### config.mk
export PLATFORM = sky130hd
export DESIGN_NAME = rx_frame_buffer
export DESIGN_NICKNAME = d
export VERILOG_FILES = /design/src/rtl/rx_frame_buffer.sv
export SDC_FILE = /design/constraint.sdc
export NUM_CORES = 2
export LEC_CHECK = 0
export ABC_AREA = 1
export CORE_ASPECT_RATIO = 1.75
export CORE_MARGIN = 4
export CORE_UTILIZATION = 57
export CTS_CLUSTER_SIZE = 28
export DETAILED_ROUTE_END_ITERATION = 10
export PLACE_DENSITY_LB_ADDON = 0.15
export SYNTH_ARGS = -nofsm -noshare
export SYNTH_HDL_FRONTEND = slang
export SYNTH_SLANG_ARGS = --single-unit
### constraint.sdc
create_clock -name netclk -period 3.6 [get_ports netclk]
set_input_delay 1.08 -clock netclk [delete_from_list [all_inputs] [get_ports netclk]]
set_output_delay 1.08 -clock netclk [all_outputs]
set_load 0.02 [all_outputs]
### src/rtl/rx_frame_buffer.sv
// Receive frame buffer: stores deframed bytes in a circular RAM and commits whole
// FCS-good frames (FCS stripped) into a length queue for a valid/ready consumer.
module rx_frame_buffer #(
  parameter int ADDR_W = 8,
  parameter int LEN_W  = 2
) (
  input  logic              netclk,
  input  logic              reset_n,
  input  logic              byte_ready,
  input  logic [7:0]        din,
  input  logic              frame_complete,
  input  logic              frame_valid,
  input  logic              frame_abort,
  output logic              out_valid,
  input  logic              out_ready,
  output logic [7:0]        out_data,
  output logic              out_last,
  output logic [ADDR_W-1:0] out_len,
  output logic              err_crc,
  output logic              err_abort,
  output logic              err_ovf
);

  localparam int DEPTH  = 1 << ADDR_W;
  localparam int LDEPTH = 1 << LEN_W;

  typedef enum logic [1:0] {IDLE, RECV, DROP} state_t;

  state_t              r_state, w_state_nxt;
  logic [7:0]          r_ram [DEPTH];
  logic [ADDR_W-1:0]   r_lf_mem [LDEPTH];
  logic [ADDR_W-1:0]   r_wr_ptr, r_commit_ptr, r_rd_ptr, r_cnt, r_cons;
  logic [LEN_W-1:0]    r_lf_wr, r_lf_rd;
  logic [LEN_W:0]      r_lf_cnt;
  logic [7:0]          r_rd_data;
  logic                r_br_q, r_fc_q, r_fa_q;
  logic                r_err_crc, r_err_abort, r_err_ovf;

  logic                w_br_rise, w_fc_rise, w_fa_rise, w_end;
  logic                w_full, w_byte_ok, w_byte_lost;
  logic [ADDR_W-1:0]   w_wr_inc, w_wr_after, w_cnt_after, w_len;
  logic [ADDR_W-1:0]   w_wr_ptr_nxt, w_commit_nxt, w_cnt_nxt;
  logic                w_wr_en, w_push, w_crc, w_abort, w_ovf;
  logic                w_lf_full, w_lf_empty, w_xfer, w_pop;
  logic [ADDR_W-1:0]   w_head_len, w_rem, w_rd_addr;

  assign w_br_rise   = byte_ready & ~r_br_q;
  assign w_fc_rise   = frame_complete & ~r_fc_q;
  assign w_fa_rise   = frame_abort & ~r_fa_q;
  assign w_end       = w_fc_rise | w_fa_rise;

  // One slot is always left empty so the writer can never land on unread data.
  assign w_wr_inc    = r_wr_ptr + ADDR_W'(1);
  assign w_full      = (w_wr_inc == r_rd_ptr);
  assign w_byte_ok   = w_br_rise & ~w_full;
  assign w_byte_lost = w_br_rise & w_full;
  assign w_wr_after  = w_byte_ok ? w_wr_inc : r_wr_ptr;
  assign w_cnt_after = w_byte_ok ? r_cnt + ADDR_W'(1) : r_cnt;
  assign w_len       = w_cnt_after - ADDR_W'(2);

  assign w_lf_empty  = (r_lf_cnt == '0);
  assign w_lf_full   = (r_lf_cnt == (LEN_W+1)'(LDEPTH));

  always_comb begin
    w_state_nxt  = r_state;
    w_wr_en      = 1'b0;
    w_wr_ptr_nxt = r_wr_ptr;
    w_commit_nxt = r_commit_ptr;
    w_cnt_nxt    = r_cnt;
    w_push       = 1'b0;
    w_crc        = 1'b0;
    w_abort      = 1'b0;
    w_ovf        = 1'b0;
    case (r_state)
      IDLE: begin
        if (w_br_rise) begin
          if (w_full) begin
            w_state_nxt = DROP;
          end else begin
            w_wr_en      = 1'b1;
            w_wr_ptr_nxt = w_wr_inc;
            w_cnt_nxt    = ADDR_W'(1);
            w_state_nxt  = RECV;
          end
        end
      end
      RECV: begin
        // A byte arriving with the end event is counted before the end is judged.
        w_wr_en      = w_byte_ok;
        w_wr_ptr_nxt = w_wr_after;
        w_cnt_nxt    = w_cnt_after;
        if (w_end) begin
          w_state_nxt  = IDLE;
          w_wr_ptr_nxt = r_commit_ptr;
          if (w_byte_lost)                                        w_ovf   = 1'b1;
          else if (w_fa_rise)                                     w_abort = 1'b1;
          else if (!frame_valid || w_cnt_after < ADDR_W'(3))      w_crc   = 1'b1;
          else if (w_lf_full)                                     w_ovf   = 1'b1;
          else begin
            w_push       = 1'b1;
            w_wr_ptr_nxt = w_wr_after - ADDR_W'(2);
            w_commit_nxt = w_wr_after - ADDR_W'(2);
          end
        end else if (w_byte_lost) begin
          w_state_nxt = DROP;
        end
      end
      DROP: begin
        if (w_end) begin
          w_state_nxt  = IDLE;
          w_wr_ptr_nxt = r_commit_ptr;
          w_ovf        = 1'b1;
        end
      end
      default: w_state_nxt = IDLE;
    endcase
  end

  assign out_valid  = ~w_lf_empty;
  assign w_head_len = r_lf_mem[r_lf_rd];
  assign w_rem      = w_head_len - r_cons;
  assign out_last   = out_valid & (w_rem == ADDR_W'(1));
  assign out_len    = out_valid ? w_head_len : '0;
  assign out_data   = out_valid ? r_rd_data : '0;
  assign w_xfer     = out_valid & out_ready;
  assign w_pop      = w_xfer & out_last;
  // Prefetch the byte that will sit at rd_ptr after this edge.
  assign w_rd_addr  = w_xfer ? r_rd_ptr + ADDR_W'(1) : r_rd_ptr;

  assign err_crc    = r_err_crc;
  assign err_abort  = r_err_abort;
  assign err_ovf    = r_err_ovf;

  always_ff @(posedge netclk) begin
    if (reset_n && w_wr_en) r_ram[r_wr_ptr] <= din;
  end

  always_ff @(posedge netclk) begin
    if (reset_n && w_push) r_lf_mem[r_lf_wr] <= w_len;
  end

  always_ff @(posedge netclk) begin
    if (!reset_n) begin
      r_state      <= IDLE;
      r_br_q       <= 1'b0;
      r_fc_q       <= 1'b0;
      r_fa_q       <= 1'b0;
      r_wr_ptr     <= '0;
      r_commit_ptr <= '0;
      r_rd_ptr     <= '0;
      r_cnt        <= '0;
      r_cons       <= '0;
      r_lf_wr      <= '0;
      r_lf_rd      <= '0;
      r_lf_cnt     <= '0;
      r_rd_data    <= '0;
      r_err_crc    <= 1'b0;
      r_err_abort  <= 1'b0;
      r_err_ovf    <= 1'b0;
    end else begin
      r_state      <= w_state_nxt;
      r_br_q       <= byte_ready;
      r_fc_q       <= frame_complete;
      r_fa_q       <= frame_abort;
      r_wr_ptr     <= w_wr_ptr_nxt;
      r_commit_ptr <= w_commit_nxt;
      r_cnt        <= w_cnt_nxt;
      r_err_crc    <= w_crc;
      r_err_abort  <= w_abort;
      r_err_ovf    <= w_ovf;
      r_rd_data    <= r_ram[w_rd_addr];
      if (w_push) r_lf_wr <= r_lf_wr + LEN_W'(1);
      if (w_pop)  r_lf_rd <= r_lf_rd + LEN_W'(1);
      case ({w_push, w_pop})
        2'b10:   r_lf_cnt <= r_lf_cnt + (LEN_W+1)'(1);
        2'b01:   r_lf_cnt <= r_lf_cnt - (LEN_W+1)'(1);
        default: r_lf_cnt <= r_lf_cnt;
      endcase
      if (w_xfer) begin
        r_rd_ptr <= r_rd_ptr + ADDR_W'(1);
        r_cons   <= w_pop ? '0 : r_cons + ADDR_W'(1);
      end
    end
  end

endmodule

# == Word-level counts from Yosys, hierarchy flattened ==
# Memories as Yosys holds them, arrays and structs flattened. A register that Yosys moved wholly into a read port is not among the register bits.
# Index checks and enable logic that the tools add are counted.
# totals
ff_bits,55
ram_bits,2080
in_bits,15
output_inout_bits,21
word_cells,122
n_memories,2
# mem_list
name,depth,word_bits,read_ports,rd_ports_with_merged_regs,write_ports,line_no,text
r_ram,256,8,1,1,1,30,logic [7:0] r_ram [DEPTH];
r_lf_mem,4,8,1,1,1,31,logic [ADDR_W-1:0] r_lf_mem [LDEPTH];
# op_classes
add_sub_neg,11
magnitude_cmp,1
n_eq_ne,11
mux,49
n_bitwise,17
reduce_logical,16
# ops
operator,count
$mux W8,16
$add A8 B1 Y8 const B,4
$pmux W8 S3,1
$mux W1,20
$pmux W8 S2,1
$sub A8 B2 Y8 const B,2
$mux W2,7
$and A1 B1 Y1,8
$eq A8 B1 Y1 const B,1
$eq A8 B8 Y1,1
$lt A8 B2 Y1 const B,1
$not A1 Y1,8
$sub A8 B8 Y8,1
$ne A2 B2 Y1 const B,3
$pmux W2 S3,1
$pmux W3 S2,1
$reduce_and A3 Y1,2
$reduce_or A5 Y1,1
$add A2 B1 Y2 const B,2
$eq A2 B1 Y1 const B,2
$eq A2 B2 Y1 const B,2
$pmux W1 S2,2
$reduce_and A4 Y1,1
$reduce_bool A2 Y1,2
13 further kinds,15

# == Depth between registers and ports, before layout ==
# logic_depth
word_depth,15
depth_mapped,27
ltp_nobuf,27

# == Worst setup path before layout ==
# Ideal clock, no wire load.
# synth_path
path_type,register -> output
from,reg (tool-made name)
to,out out_last
arrival_time_ps,2663
required_ps,2520
setup_slack_ps,-143
path_stages_with_launch,18
path_buffers,2
path_cell_list,dfxtp_1 clkbuf_1 inv_1 clkbuf_1 nor2_1 nor2_1 o21ai_0 nand2_1 ha_1 a21oi_1 nand2_1 a21oi_1 o21bai_1 a21o_1 a21oi_1 or2_2 nand4_1 inv_1
# synth_rtl
element,line_no,text
to (decl),17,"output logic out_last,"

==> impl_metrics.json <==
{
  "status": "finished with violations",
  "violations": "negative setup slack",
  "overflow": 0,
  "critical_path_required_ns": 2.52,
  "register_area_sq_um": 63800,
  "min_path_type": "reg -> reg",
  "synth-seq-cells": 2145,
  "antenna_found_initial": 9,
  "fin_crit_sh": 1.26,
  "dominantRegCellSynth": "edfxtp_1",
  "fin_setup_tns_ns": -1.53,
  "cp-end-kind": "primary output",
  "peakVddDrop_uv": 653,
  "post-synth-top-count-cell": "edfxtp_1",
  "rsz0062_at_grt": "yes",
  "cts_tree": "yes",
  "tightest_slew_ns": 1.27,
  "wl_mm": 255,
  "start_kind": "register",
  "cts-htree-levels": 4,
  "stdcell_count": 9834,
  "finalMaxSlewViolations": 0,
  "die-area_sq_um": 158000,
  "max_freq_ghz": 0.220,
  "clk_latency_ns": 0.81,
  "cts_root_buffer": "clkbuf_16",
  "synth_edf_count": 2080,
  "firstDrtPassIters": 6,
  "final-setup-viol-count": 3,
  "numCtsBuffers": 189,
  "fin_ws_ns": -0.954,
  "crit_fanout": 8,
  "postRouteAntennaNets": 0,
  "cts_hold_buffers": 0,
  "drtIter0Drc": 7392,
  "postSynthCellCount": 7060,
  "netlist_area_sq_um": 86600,
  "drc": 0,
  "grt_pass1_wl_mm": 374,
  "rows": 189,
  "preCtsSetupSlack_ns": -0.937,
  "total_power_w": 0.0542,
  "multi_input_area_sq_um": 20600,
  "synth.avg_cell_area_sq_um": 12.3,
  "layout_min_cycle_time_ns": 4.55,
  "grt_usage": 0.317,
  "worstSetupPathType": "reg -> out",
  "slew_headroom": 0.149,
  "fin_nets": 7727,
  "synth_cell_type_count": 48,
  "pin_count": 36,
  "synth_area_leaders": "edfxtp_1 (72%), o21ai_0 (7.4%), nor2_1 (7.1%), o22ai_1 (4.6%), clkbuf_1 (1.6%)",
  "portBuffers": 35,
  "grt_max_degree": 84,
  "dieWidth_microns": 303,
  "vias": 61100,
  "syn_to_final_growth_pct": 18.1,
  "routed_via_density": 6.21,
  "yosysWarnings": 0,
  "drive_gt1_frac": 0.162,
  "synth_fp_nets": 7102,
  "fin_skew_ns": 0.0425,
  "finalHoldViolations": 0,
  "wl_per_cell_microns": 26.0,
  "yosysTopAreaCell": "edfxtp_1",
  "synthDominantCellAreaShare": 0.721,
  "cts_sinks": 2145,
  "cts_buffer_depth": 4,
  "fin_util": 0.676,
  "max-cap-violations": 0,
  "synthArstFlopShare": 0,
  "place_congestion": 0.957,
  "arrival_ns": 3.47,
  "power.density_nw_per_um2": 529,
  "start_util": 0.572,
  "place_inst": 9488,
  "grt_pass1_vias": 59700,
  "fillCellCount": 11000,
  "clkTransAtPathRegs_ns": 0.07,
  "synthTopCellsByCount": "edfxtp_1 (2,080), nor2_1 (1,627), o21ai_0 (1,283)",
  "die_y_microns": 524,
  "synth.yosys.seq_area_share": 0.736,
  "core_area_sq_um": 151000,
  "p_leak_nw": 34.8,
  "dp_hpwl_mm": 166
}
-- final timing paths --
kind / startpoint / end / slack (ns) / cells after the start
max: register / out_last / -0.95 / 16
min: r_commit_ptr[6] / r_commit_ptr[6] / 0.47 / 2
max reg2reg: register / r_lf_cnt[2] / -0.30 / 24
min reg2reg: r_commit_ptr[6] / r_commit_ptr[6] / 0.47 / 2
-- registers in the layout, summed over array words and instances (netlist names), named ones only --
register	flops
r_lf_mem	32
r_cons	8
r_cnt	8
r_br_q	1
r_rd_data	8
r_ram	2048
r_fc_q	1
r_lf_cnt	3
err_ovf	1
r_state	2
r_fa_q	1
r_lf_rd	2
err_crc	1
r_lf_wr	2
err_abort	1
r_rd_ptr	8
r_wr_ptr	8
r_commit_ptr	8
-- report_power, final --
group	switching [W]	leakage [nW]	internal, W	total [W]
sequential	0.000130	19.2	0.0276	0.0277
combinational	0.00444	12.7	0.00201	0.00645
clock	0.00877	2.93	0.0112	0.0200
-- cell families (layout without fill, tap and decap cells) --
| group | count (synthesis) | count (layout) | share of synthesized area |
|---|---|---|---|
| xor+xnor | 29 | 29 | 0.00293 |
| flops | 2145 | 2145 | 0.736 |
| compound gates | 2029 | 2029 | 0.127 |
| simple gates | 2198 | 2198 | 0.0996 |
| fa+ha+maj | 27 | 27 | 0.00407 |
| buf+inv | 632 | 1394 | 0.0298 |
| other cells | 0 | 7 | 0 |
-- final cells by class --
class                           count  area share
Clock inverter                    109      0.0102
Timing Repair Buffer              926      0.0862
Sequential cell                  2145       0.623
Multi-Input combinational cell   4283       0.202
Antenna cell                        7    0.000171
Clock buffer                      219      0.0484
Inverter                          140     0.00554
Tap cell                         2005      0.0245
-- critical path: stages (launching register included) --
cell,delay (ns)
dfxtp_4,0.40
inv_6,0.05
buf_12,0.13
nor2_4,0.07
nor2_1,0.04
o21ai_1,0.10
nand2_1,0.13
ha_4,0.28
a21oi_2,0.13
nand2_2,0.09
xor2_2,0.17
nor4_2,0.27
nand4_1,0.15
nor2_1,0.14
nand4_1,0.26
inv_2,0.12
buf_6,0.12
-- through the flow --
| stage | hold WS, ns | area [sq um] |
|---|---|---|
| CTS | 0.469 | 102000 |
| floorplan | 0.443 | 86600 |
| detailed placement | 0.459 | 95900 |
| global placement | 0.451 | 95900 |
| finish | 0.469 | 102000 |
| global route | 0.488 | 102000 |
-- routing by layer --
| metal | global-route usage | wire (microns) | up-vias |
|---|---|---|---|
| met2 | 0.551 | 130000 | 3182 |
| met4 | 0.194 | 18100 | 2 |
| met5 | 0 | 13 | - |
| met1 | 0.378 | 87700 | 30000 |
| li1 | - | - | 27100 |
| met3 | 0.0387 | 19700 | 753 |
-- repair_timing --
| item | in CTS | in global routing |
|---|---|---|
| setup buffers | 9 | 1 |
| setup endpoints to repair | 22 | 40 |
| resized for setup | 56 | 57 |
| pin swaps | 11 | 19 |
| cloned | 0 | 3 |
-- layout by cell type, fill, tap and decap left out, drive strengths merged, types with 2 or more instances in the layout --
master | synthesis | final
a31oi | 2 | 2
nor2 | 1633 | 1633
nand2 | 361 | 361
clkinvlp | 0 | 7
nand3 | 166 | 166
a32o | 2 | 2
bufinv | 0 | 20
or2 | 3 | 3
dfxtp | 65 | 65
xnor2 | 4 | 4
nor3 | 22 | 22
inv | 137 | 141
dlygate4sd2 | 0 | 15
o21bai | 3 | 3
fa | 2 | 2
o21ai | 1312 | 1312
buf | 119 | 897
diode | 0 | 7
a21oi | 55 | 55
nand4 | 11 | 11
ha | 25 | 25
clkdlybuf4s50 | 0 | 10
clkbuf | 372 | 222
o22ai | 640 | 640
clkinv | 3 | 81
xor2 | 25 | 25
o211ai | 7 | 7
edfxtp | 2080 | 2080
No activity file was read; power rests on OpenSTA's default activity.
